===== src/rtl/mmio_timer.sv =====
// mmio_timer: memory-mapped free-running timer with NCH compare channels and a level interrupt.
// Defining TIMER_AUTORELOAD_EN adds per-channel PERIOD registers that advance CMP[i] on each match.
`timescale 1ns/1ps
module mmio_timer #(
  parameter int XLEN = 64,
  parameter int NCH  = 2,
  parameter int PW   = 16
) (
  input  logic            clk,
  input  logic            rstn,
  input  logic            cen,
  input  logic            wr,
  input  logic [7:0]      addr,
  input  logic [XLEN-1:0] wdata,
  output logic [XLEN-1:0] rdata,
  output logic            error,
  output logic            irq
);
  localparam logic [4:0] IDX_MTIME  = 5'd0;
  localparam logic [4:0] IDX_CTRL   = 5'd1;
  localparam logic [4:0] IDX_STATUS = 5'd2;
  localparam int         IDX_CMP    = 3;
  localparam int         IDX_PER    = 11;

  logic [XLEN-1:0] mtime_q, mtime_d;
  logic            en_q, en_d;
  logic [NCH-1:0]  ie_q, ie_d;
  logic [PW-1:0]   presc_q, presc_d;
  logic [PW-1:0]   psc_q, psc_d;
  logic [NCH-1:0]  status_q, status_d;
  logic [XLEN-1:0] cmp_q [NCH];
  logic [XLEN-1:0] cmp_d [NCH];
  logic            irq_q, irq_d;
`ifdef TIMER_AUTORELOAD_EN
  logic [XLEN-1:0] per_q [NCH];
  logic [XLEN-1:0] per_d [NCH];
  logic [NCH-1:0]  per_hit_s;
`endif

  logic [4:0]      idx_s;
  logic            aligned_s, mapped_s, wr_ok_s, rd_ok_s, tick_s, mtime_wr_s;
  logic [NCH-1:0]  cmp_hit_s, match_s;
  logic [XLEN-1:0] mtime_inc_s, rd_mux_s, ctrl_rd_s;

  // Address decode, fault detection and read-data mux
  always_comb begin
    idx_s     = addr[7:3];
    aligned_s = (addr[2:0] == 3'd0);
    for (int i = 0; i < NCH; i++) begin
      cmp_hit_s[i] = (idx_s == 5'(IDX_CMP + i));
`ifdef TIMER_AUTORELOAD_EN
      per_hit_s[i] = (idx_s == 5'(IDX_PER + i));
`endif
    end
`ifdef TIMER_AUTORELOAD_EN
    mapped_s = (idx_s <= IDX_STATUS) | (|cmp_hit_s) | (|per_hit_s);
`else
    mapped_s = (idx_s <= IDX_STATUS) | (|cmp_hit_s);
`endif
    error   = cen & ~(aligned_s & mapped_s);
    wr_ok_s = cen & wr & aligned_s & mapped_s;
    rd_ok_s = cen & ~wr & aligned_s & mapped_s;

    ctrl_rd_s           = '0;
    ctrl_rd_s[0]        = en_q;
    ctrl_rd_s[8 +: NCH] = ie_q;
    ctrl_rd_s[16 +: PW] = presc_q;
    case (idx_s)
      IDX_MTIME:  rd_mux_s = mtime_q;
      IDX_CTRL:   rd_mux_s = ctrl_rd_s;
      IDX_STATUS: rd_mux_s = XLEN'(status_q);
      default:    rd_mux_s = '0;
    endcase
    for (int i = 0; i < NCH; i++) begin
      rd_mux_s = rd_mux_s | (cmp_hit_s[i] ? cmp_q[i] : '0);
`ifdef TIMER_AUTORELOAD_EN
      rd_mux_s = rd_mux_s | (per_hit_s[i] ? per_q[i] : '0);
`endif
    end
    rdata = rd_ok_s ? rd_mux_s : '0;
  end

  // Next-state: prescaler, counter, control, compare and status
  always_comb begin
    tick_s      = en_q & (psc_q == presc_q);
    mtime_inc_s = mtime_q + XLEN'(1'b1);
    mtime_wr_s  = wr_ok_s & (idx_s == IDX_MTIME);

    if (!en_q) begin
      psc_d = '0;
    end else if (tick_s) begin
      psc_d = '0;
    end else begin
      psc_d = psc_q + PW'(1'b1);
    end

    if (mtime_wr_s) begin
      mtime_d = wdata;
    end else if (tick_s) begin
      mtime_d = mtime_inc_s;
    end else begin
      mtime_d = mtime_q;
    end

    if (wr_ok_s && (idx_s == IDX_CTRL)) begin
      en_d    = wdata[0];
      ie_d    = wdata[8 +: NCH];
      presc_d = wdata[16 +: PW];
    end else begin
      en_d    = en_q;
      ie_d    = ie_q;
      presc_d = presc_q;
    end

    // A match uses the pre-write CMP value; a same-cycle write lands afterwards
    for (int i = 0; i < NCH; i++) begin
      match_s[i] = tick_s & ~mtime_wr_s & (mtime_inc_s == cmp_q[i]);
      if (wr_ok_s && cmp_hit_s[i]) begin
        cmp_d[i] = wdata;
`ifdef TIMER_AUTORELOAD_EN
      end else if (match_s[i] && (per_q[i] != '0)) begin
        cmp_d[i] = cmp_q[i] + per_q[i];
`endif
      end else begin
        cmp_d[i] = cmp_q[i];
      end
`ifdef TIMER_AUTORELOAD_EN
      if (wr_ok_s && per_hit_s[i]) begin
        per_d[i] = wdata;
      end else begin
        per_d[i] = per_q[i];
      end
`endif
    end

    if (wr_ok_s && (idx_s == IDX_STATUS)) begin
      status_d = (status_q & ~wdata[NCH-1:0]) | match_s;
    end else begin
      status_d = status_q | match_s;
    end
    irq_d = |(status_d & ie_d);
  end

  // State registers with asynchronous active-low reset
  always_ff @(posedge clk or negedge rstn) begin
    if (!rstn) begin
      mtime_q  <= '0;
      en_q     <= 1'b0;
      ie_q     <= '0;
      presc_q  <= '0;
      psc_q    <= '0;
      status_q <= '0;
      irq_q    <= 1'b0;
      for (int i = 0; i < NCH; i++) begin
        cmp_q[i] <= '1;
`ifdef TIMER_AUTORELOAD_EN
        per_q[i] <= '0;
`endif
      end
    end else begin
      mtime_q  <= mtime_d;
      en_q     <= en_d;
      ie_q     <= ie_d;
      presc_q  <= presc_d;
      psc_q    <= psc_d;
      status_q <= status_d;
      irq_q    <= irq_d;
      for (int i = 0; i < NCH; i++) begin
        cmp_q[i] <= cmp_d[i];
`ifdef TIMER_AUTORELOAD_EN
        per_q[i] <= per_d[i];
`endif
      end
    end
  end

  assign irq = irq_q;
endmodule


===== config.mk =====
export PLATFORM = sky130hd
export DESIGN_NAME = mmio_timer
export DESIGN_NICKNAME = d
export VERILOG_FILES = /design/src/rtl/mmio_timer.sv
export SDC_FILE = /design/constraint.sdc
export NUM_CORES = 1
export LEC_CHECK = 0
export BUFFER_PORTS_ARGS = -buffer_cell sky130_fd_sc_hd__buf_2
export CAP_MARGIN = 10
export CELL_PAD_IN_SITES_DETAIL_PLACEMENT = 1
export CELL_PAD_IN_SITES_GLOBAL_PLACEMENT = 2
export CORE_UTILIZATION = 42
export CTS_CLUSTER_DIAMETER = 50
export CTS_CLUSTER_SIZE = 8
export DETAILED_ROUTE_END_ITERATION = 7
export HOLD_SLACK_MARGIN = 0.02
export PLACE_DENSITY_LB_ADDON = 0.1
export REMOVE_ABC_BUFFERS = 1
export SLEW_MARGIN = 20
export SYNTH_ARGS = -nofsm -noshare
export SYNTH_HDL_FRONTEND = slang
export SYNTH_SLANG_ARGS = --single-unit

===== constraint.sdc =====
create_clock -name clk -period 10.84 [get_ports clk]
set_clock_uncertainty 0.05 [all_clocks]
set_input_delay 2.71 -clock clk [delete_from_list [all_inputs] [get_ports clk]]
set_output_delay 2.71 -clock clk [all_outputs]
set_load 0.005 [all_outputs]

==> results of run 1 <==
-- worst paths after layout --
| path | slack (ns) | cells past startpoint | from | to |
|---|---|---|---|---|
| setup / recovery | 2.69 | 7 | addr[6] | rdata[63] |
| hold / removal | 0.47 | 1 | psc_q[0] | psc_q[0] |
| setup reg to reg | 5.34 | 11 | mtime_q[0] | irq |
| hold reg to reg | 0.47 | 1 | psc_q[0] | psc_q[0] |
| max in group asynchronous | 7.16 | 2 | rstn | mtime_q[11] |
| min in group asynchronous | 2.17 | 1 | rstn | mtime_q[60] |
-- placed cells by master, fill, tap and decap left out, types with 11 or more instances in the layout --
master and n:
and2_1 17, buf_4 21, clkbuf_16 40, xor2_1 108, nor3_1 30, nor4_1 35
nand2b_1 11, inv_1 22, or4_1 12, a222oi_1 63, nand4_1 51, clkbuf_1 17
dfstp_2 128, a21oi_1 94, xnor2_1 145, dfrtp_1 102, and3_1 29, nand3_1 59
o21ai_0 23, buf_2 140, mux2_2 146, nor2_1 174, nand2_1 120, and4_1 14
-- final cells by class --
class	count	area share [%]
clock buffer	59	6.12
clock inverter	11	0.849
inverter	22	0.463
multi-input combinational	1268	51.2
sequential	230	33.2
tap	468	3.28
timing repair buffer	162	4.90
-- synth_stat cells (10+ instances only) --
library cell | count | area, um2
a21oi_1 | 94 | 470
a222oi_1 | 63 | 631
and2_1 | 17 | 106
and3_1 | 31 | 194
and4_1 | 14 | 123
buf_1 | 12 | 45.0
buf_2 | 23 | 115
clkbuf_1 | 94 | 353
dfrtp_1 | 102 | 2550
dfstp_2 | 128 | 3360
inv_1 | 22 | 82.6
mux2_2 | 146 | 1640
nand2_1 | 120 | 450
nand2b_1 | 11 | 68.8
nand3_1 | 59 | 295
nand4_1 | 51 | 319
nor2_1 | 175 | 657
nor2b_1 | 10 | 62.6
nor3_1 | 31 | 155
nor4_1 | 36 | 225
o21ai_0 | 23 | 115
or4_1 | 12 | 90.1
xnor2_1 | 145 | 1270
xor2_1 | 108 | 946
-- registers in the layout, indices dropped and copies added (netlist names) --
signal,flops
ie_q,2
en_q,1
cmp_q,128
psc_q,16
irq,1
mtime_q,64
presc_q,16
status_q,2
-- per-layer routing --
layer,track usage (%),up-vias,wire length (um)
li1,-,6139,-
met1,43.1,7117,26700
met2,54.0,396,29400
met3,4.39,99,2770
met4,9.77,2,1700
met5,0,-,14
-- cells by family (layout without fill, tap and decap cells) --
family	after synthesis	in the layout	synth area share, %
multiplexers	155	155	11.1
buffers and inverters	156	254	4.05
flip-flops	230	230	37.8
AND/OR/NAND/NOR	606	606	20.0
AO/OA/AOI/OAI	241	241	11.0
adder cells (fa/ha/maj)	2	2	0.160
XOR/XNOR	264	264	15.8
-- metrics by stage --
step	instances	utilization, %	hold WS (ns)
6_report	2220	48.7	0.472
5_1_grt	2220	48.7	0.490
4_1_cts	2220	48.7	0.478
3_5_place_dp	2150	45.3	0.472
3_3_place_gp	2150	45.3	0.461
2_1_floorplan	1520	-	0.433
-- power by group through the flow --
stage	sequential (W)	combinational, W	clock, W
6_report	0.000912	0.000501	0.00120
5_1_grt	0.000914	0.000533	0.00126
4_1_cts	0.000911	0.000497	0.00123
3_5_place_dp	0.000924	0.000493	0
3_3_place_gp	0.000923	0.000490	0
2_1_floorplan	0.000911	0.000303	0
==> impl_metrics.yaml, run 1 <==
setup_path:
  cpPeakStageDelay_ns: 0.86
  crit_arrival_ns: 5.39
  critical_path_buf_inv_count: 3
  crit_chain: "buf_2, nor4_1, nor2b_4, buf_4, a222oi_1, nor2_1, buf_2"
  cpLargestDelayFamily: "simple AND/OR/NAND/NOR gates"
  crit_type: "input port to output pin"
  crit_top_cell: "buf_2"
  start_kind: "input port"
  cp_max_fo: 37
  cp_slowest_cell: "nor2b_4"
  worst_setup_path_end_kind: "output pin"
  cp.required_ns: 8.08
clocking:
  clk_pin_slew_ns: 0.05
  cts_tree: "done"
  clk-insertion-delay-late_ns: 0.56
  cts_max_path_buffers: 3
  cts_inserted_buffers: 39
  cts-root-buf: "clkbuf_16"
  h-tree-depth: 2
  cts_hold_buf: 0
  cts_sinks: 230
  cts_resized: 0
  cts_setup_buffers: 0
power:
  p_int_w: 0.00181
  power.share.clock_pct: 46.0
  p_seq_share_pct: 34.9
  swShare_pct: 30.7
  vdd_drop_max_mv: 0.126
  power_w: 0.00262
  powerDensity_mw_per_mm2: 147
  p_leak_nw: 7.13
  power_frac_comb_pct: 19.1
  p_sw_w: 0.000804
sta:
  fin_ws_ns: 2.69
  max_freq_mhz: 123
  hold_viol_final: 0
  fin_crit_ns: 8.15
  rsz0062_at_grt: "no"
  slew_headroom_pct: 23.9
  slew_violations: 0
  tightest_slew_ns: 1.14
  setup_violations: 0
  fin_crit_sh_pct: 75.1
  tns_ns: 0
yosys:
  ys_seq_area_share_pct: 37.8
  avgSynthCellArea_um2: 9.45
  ys_ff_latch: 230
  synthCells: 1654
  ys_warn_count: 0
  synthFlopType: "dfstp_2"
  synth_edf_count: 0
  synth.distinct_cells: 77
  netlist_area_mm2: 0.0156
  asyncSetResetFlopFracSynth_pct: 100
grt:
  antenna_found_initial: 1
  grt_overflow: 0
  grt_max_degree: 105
  grt_pass1_wl_um: 92100
  first_global_vias: 14292
  grt_usage_pct: 32.2
detailed_routing:
  routedWlPerCell_um: 27.3
  via_per_inst: 6.20
  routed_wl_um: 60600
  antenna_left: 0
  route.detailed.drc: 0
  first_iter_violations: 1049
  firstDrtPassIters: 8
  dr_total_vias: 13753
floorplan:
  fp-row-count: 70
  ios: 142
  die_width_um: 195
  dieArea_mm2: 0.0380
  die_h_um: 195
  core_mm2: 0.0366
  start_util_pct: 42.7
cells_and_area:
  n_fill_cell: 4141
  syn_to_final_growth_pct: 14.1
  num_antenna_cells: 0
  multi_input_area_mm2: 0.00914
  nets: 1801
  final_cell_area_mm2: 0.0178
  seqCellArea_mm2: 0.00592
  drive_gt1_share_pct: 29.6
placed_design:
  globalplace.congestion: 0.930
  io_buffer_count: 141
  dp_hpwl_um: 43500
  placed_area_mm2: 0.0166
  pre_cts_ws_ns: 2.75
run_status:
  status: "finished, final reports clean"
run:
  cap_viol_max_count: 0
hold_path:
  hold_path.class: "flip-flop to flip-flop"
Note: power is estimated with default switching activity, not from simulation.
==> inputs of run 2 (changes only) <==
- ABC_AREA: unset -> 1
- CORE_UTILIZATION: 42 -> 34
- clock period: 10.84 -> 8.4 ns (I/O delays scaled with it)
==> impl_metrics.yaml, run 2 <==
cells_and_area:
  largest_reg_flops: 128
  syn_to_final_growth_pct: 17.8
  layout_common_cells: "nand2_1 (797), inv_1 (312), nor2_1 (222)"
  top_register: "cmp_q"
  num_antenna_cells: 0
  fin_util_pct: 41.0
  nets: 2566
  drive_gt1_share_pct: 16.0
  final_cell_area_mm2: 0.0188
  largestRegisters: "cmp_q x128, mtime_q x64"
  mostFrequentLayoutCell: "nand2_1"
clocking:
  clk-insertion-delay-late_ns: 0.59
  cts_resized: 0
  cts-root-buf: "clkbuf_16"
  cts_tree: "done"
  cts_setup_buffers: 0
  h-tree-depth: 2
  cts_max_path_buffers: 3
  cts_hold_buf: 0
  cts_sinks: 230
  clk_pin_slew_ns: 0.05
  cts_inserted_buffers: 44
yosys:
  synth_top_area_share_pct: 21.1
  ys_ff_latch: 230
  synth_edf_count: 0
  ys_seq_area_share_pct: 37.1
  ys_warn_count: 0
  synth_top_family_by_area: "simple AND/OR/NAND/NOR gates"
  synth.area.mux_share_pct: 0
  synthFlopType: "dfstp_2"
  synth-xor-area-share_pct: 4.56
  avgSynthCellArea_um2: 6.75
  yosysMostFrequentCell: "nand2_1"
  ys_top_cells_by_area: "dfstp_2 (21%), nand2_1 (19%), dfrtp_1 (16%)"
  asyncSetResetFlopFracSynth_pct: 100
  synthCells: 2361
  synth-compound-area-share_pct: 13.8
  synth.distinct_cells: 42
  yosys.area_share.adder_pct: 0.157
  synth-simple-area-share_pct: 34.9
  yosys.area.top_type: "dfstp_2"
  synthTopCellsByCount: "nand2_1 (800), inv_1 (312), nor2_1 (223)"
  netlist_area_mm2: 0.0159
detailed_routing:
  dr_total_vias: 16612
  route.detailed.drc: 0
  antenna_left: 0
  firstDrtPassIters: 5
  routedWlPerCell_um: 21.7
  first_iter_violations: 1197
  routed_wl_um: 67800
  via_per_inst: 5.32
grt:
  busiest_layer: "met2"
  use_met1_pct: 38.3
  grt_max_degree: 154
  grt_usage_pct: 28.8
  first_global_vias: 17241
  use_met2_pct: 47.2
  grt_overflow: 0
  grt_pass1_wl_um: 103000
  grtUsageMet3_pct: 4.20
  antenna_found_initial: 1
power:
  powerDensity_mw_per_mm2: 183
  p_leak_nw: 9.00
  vdd_drop_max_mv: 0.129
sta:
  hold_viol_final: 0
  tns_ns: 0
  fin_crit_ns: 6.58
  fin_ws_ns: 1.82
  fin_crit_sh_pct: 78.4
  slew_headroom_pct: 28.2
  setup_violations: 0
  tightest_slew_ns: 1.08
  slew_violations: 0
  rsz0062_at_grt: "no"
  max_freq_mhz: 152
floorplan:
  start_util_pct: 34.8
  fp-row-count: 78
  die_h_um: 219
  ios: 142
  die_width_um: 219
  core_mm2: 0.0458
  dieArea_mm2: 0.0477
setup_path:
  cpLargestDelayFamily: "buffers and inverters"
  crit_chain: "buf_2, nor2_1, nand3_2, nand2_1, inv_1, nor2_1, nand3_1, clkinv_1, buf_4, o21ai_0, inv_1, buf_2"
  rr_startpoint: "mtime_q[4]"
  cp.required_ns: 6.25
  cpPeakStageDelay_ns: 0.50
  cp_max_fo: 34
  cp_slowest_cell: "buf_4"
  start_kind: "input port"
  crit_arrival_ns: 4.43
  ff2ff_setup_slack_ns: 4.75
  cp_num_cells: 12
  worst_setup_path_end_kind: "output pin"
  crit_type: "input port to output pin"
  r2r_cells: 18
  r2r_end: "irq"
  critical_path_buf_inv_count: 6
hold_path:
  hold_path.class: "flip-flop to flip-flop"
  worstHoldPathCells: 2
  worstHoldStart: "cmp_q[15]"
  min_to: "cmp_q[15]"
placed_design:
  placed_area_mm2: 0.0173
  pre_cts_ws_ns: 1.77
  io_buffer_count: 141
  globalplace.congestion: 0.924
  dp_hpwl_um: 49300
run:
  cap_viol_max_count: 0
run_status:
  status: "finished, final reports clean"
## run 2: cell count changes in the layout (fill, tap and decap cells not counted), sizes merged, moves of 61 or more
cell | before | now
nand3 | 60 | 194
mux2 | 147 | 0
o21ai | 24 | 196
xor2 | 108 | 22
xnor2 | 145 | 12
nor2 | 175 | 238
nand2 | 120 | 812
a222oi | 63 | 0
o221ai | 5 | 76
inv | 23 | 319
a21oi | 94 | 33
## run 2: report_power, final
part / leakage [nW] / total (W) / internal, W / switching, W
clock: 0.711 / 0.00181 / 0.00117 / 0.000643
sequential: 2.54 / 0.00121 / 0.00115 / 0.0000624
combinational: 5.75 / 0.000412 / 0.000137 / 0.000276
total: 9.00 / 0.00344 / 0.00246 / 0.000981
## run 2: cells by family after synthesis
| group | after synthesis |
|---|---|
| buffers and inverters | 404 |
| adder cells (fa/ha/maj) | 2 |
| AND/OR/NAND/NOR | 1315 |
| flip-flops | 230 |
| XOR/XNOR | 53 |
| AO/OA/AOI/OAI | 357 |
## run 2: layer usage
metal	share of wire [%]	vias to the layer above
met4	3.1	0
met3	5.1	113
met5	0	-
met1	46	8153
li1	-	7933
met2	46	413
## run 2: per-stage QoR
| stage | std cells | hold WS [ns] | total power (W) |
|---|---|---|---|
| after floorplan | 2280 | 0.420 | 0.00146 |
| after detailed placement | 3042 | 0.444 | 0.00163 |
| final | 3123 | 0.450 | 0.00344 |
| after global routing | 3123 | 0.463 | 0.00357 |
| after CTS | 3123 | 0.452 | 0.00347 |
| after global placement | 3042 | 0.434 | 0.00162 |
## run 2: final cells by class
cell class	instances	area, um2
clock buffers	63	1230
clock inverters	18	244
inverters	323	1210
multi-input cells	1727	8530
repair buffers	162	886
flip-flops and latches	230	5920
fillers	5875	27000
well taps	600	751
## run 2: worst max path at each step
stage / start / endpoint / slack, ns
global placement: addr[4] / rdata[37] / 1.94
floorplan: addr[4] / rdata[10] / 1.73
CTS: addr[4] / rdata[37] / 1.76
global route: addr[4] / rdata[33] / 1.60
detailed placement: addr[4] / rdata[37] / 1.77
finish: addr[4] / rdata[37] / 1.82
## run 2: worst register-to-register path: stages (launching register included)
cell and delay, ns:
dfrtp_1 0.41, nand2_1 0.20, nor2_2 0.36, nand2_2 0.17, nor2_2 0.44, nand2_1 0.29, nand2_1 0.17, nand2_1 0.11
nand2_1 0.08, nand2_1 0.07, nor2_1 0.11, nand2_1 0.06, nor2_1 0.24, nand2_1 0.08, nor2_1 0.13, nand3_1 0.25
nand2_1 0.20, nand2_1 0.06, nand2_1 0.10
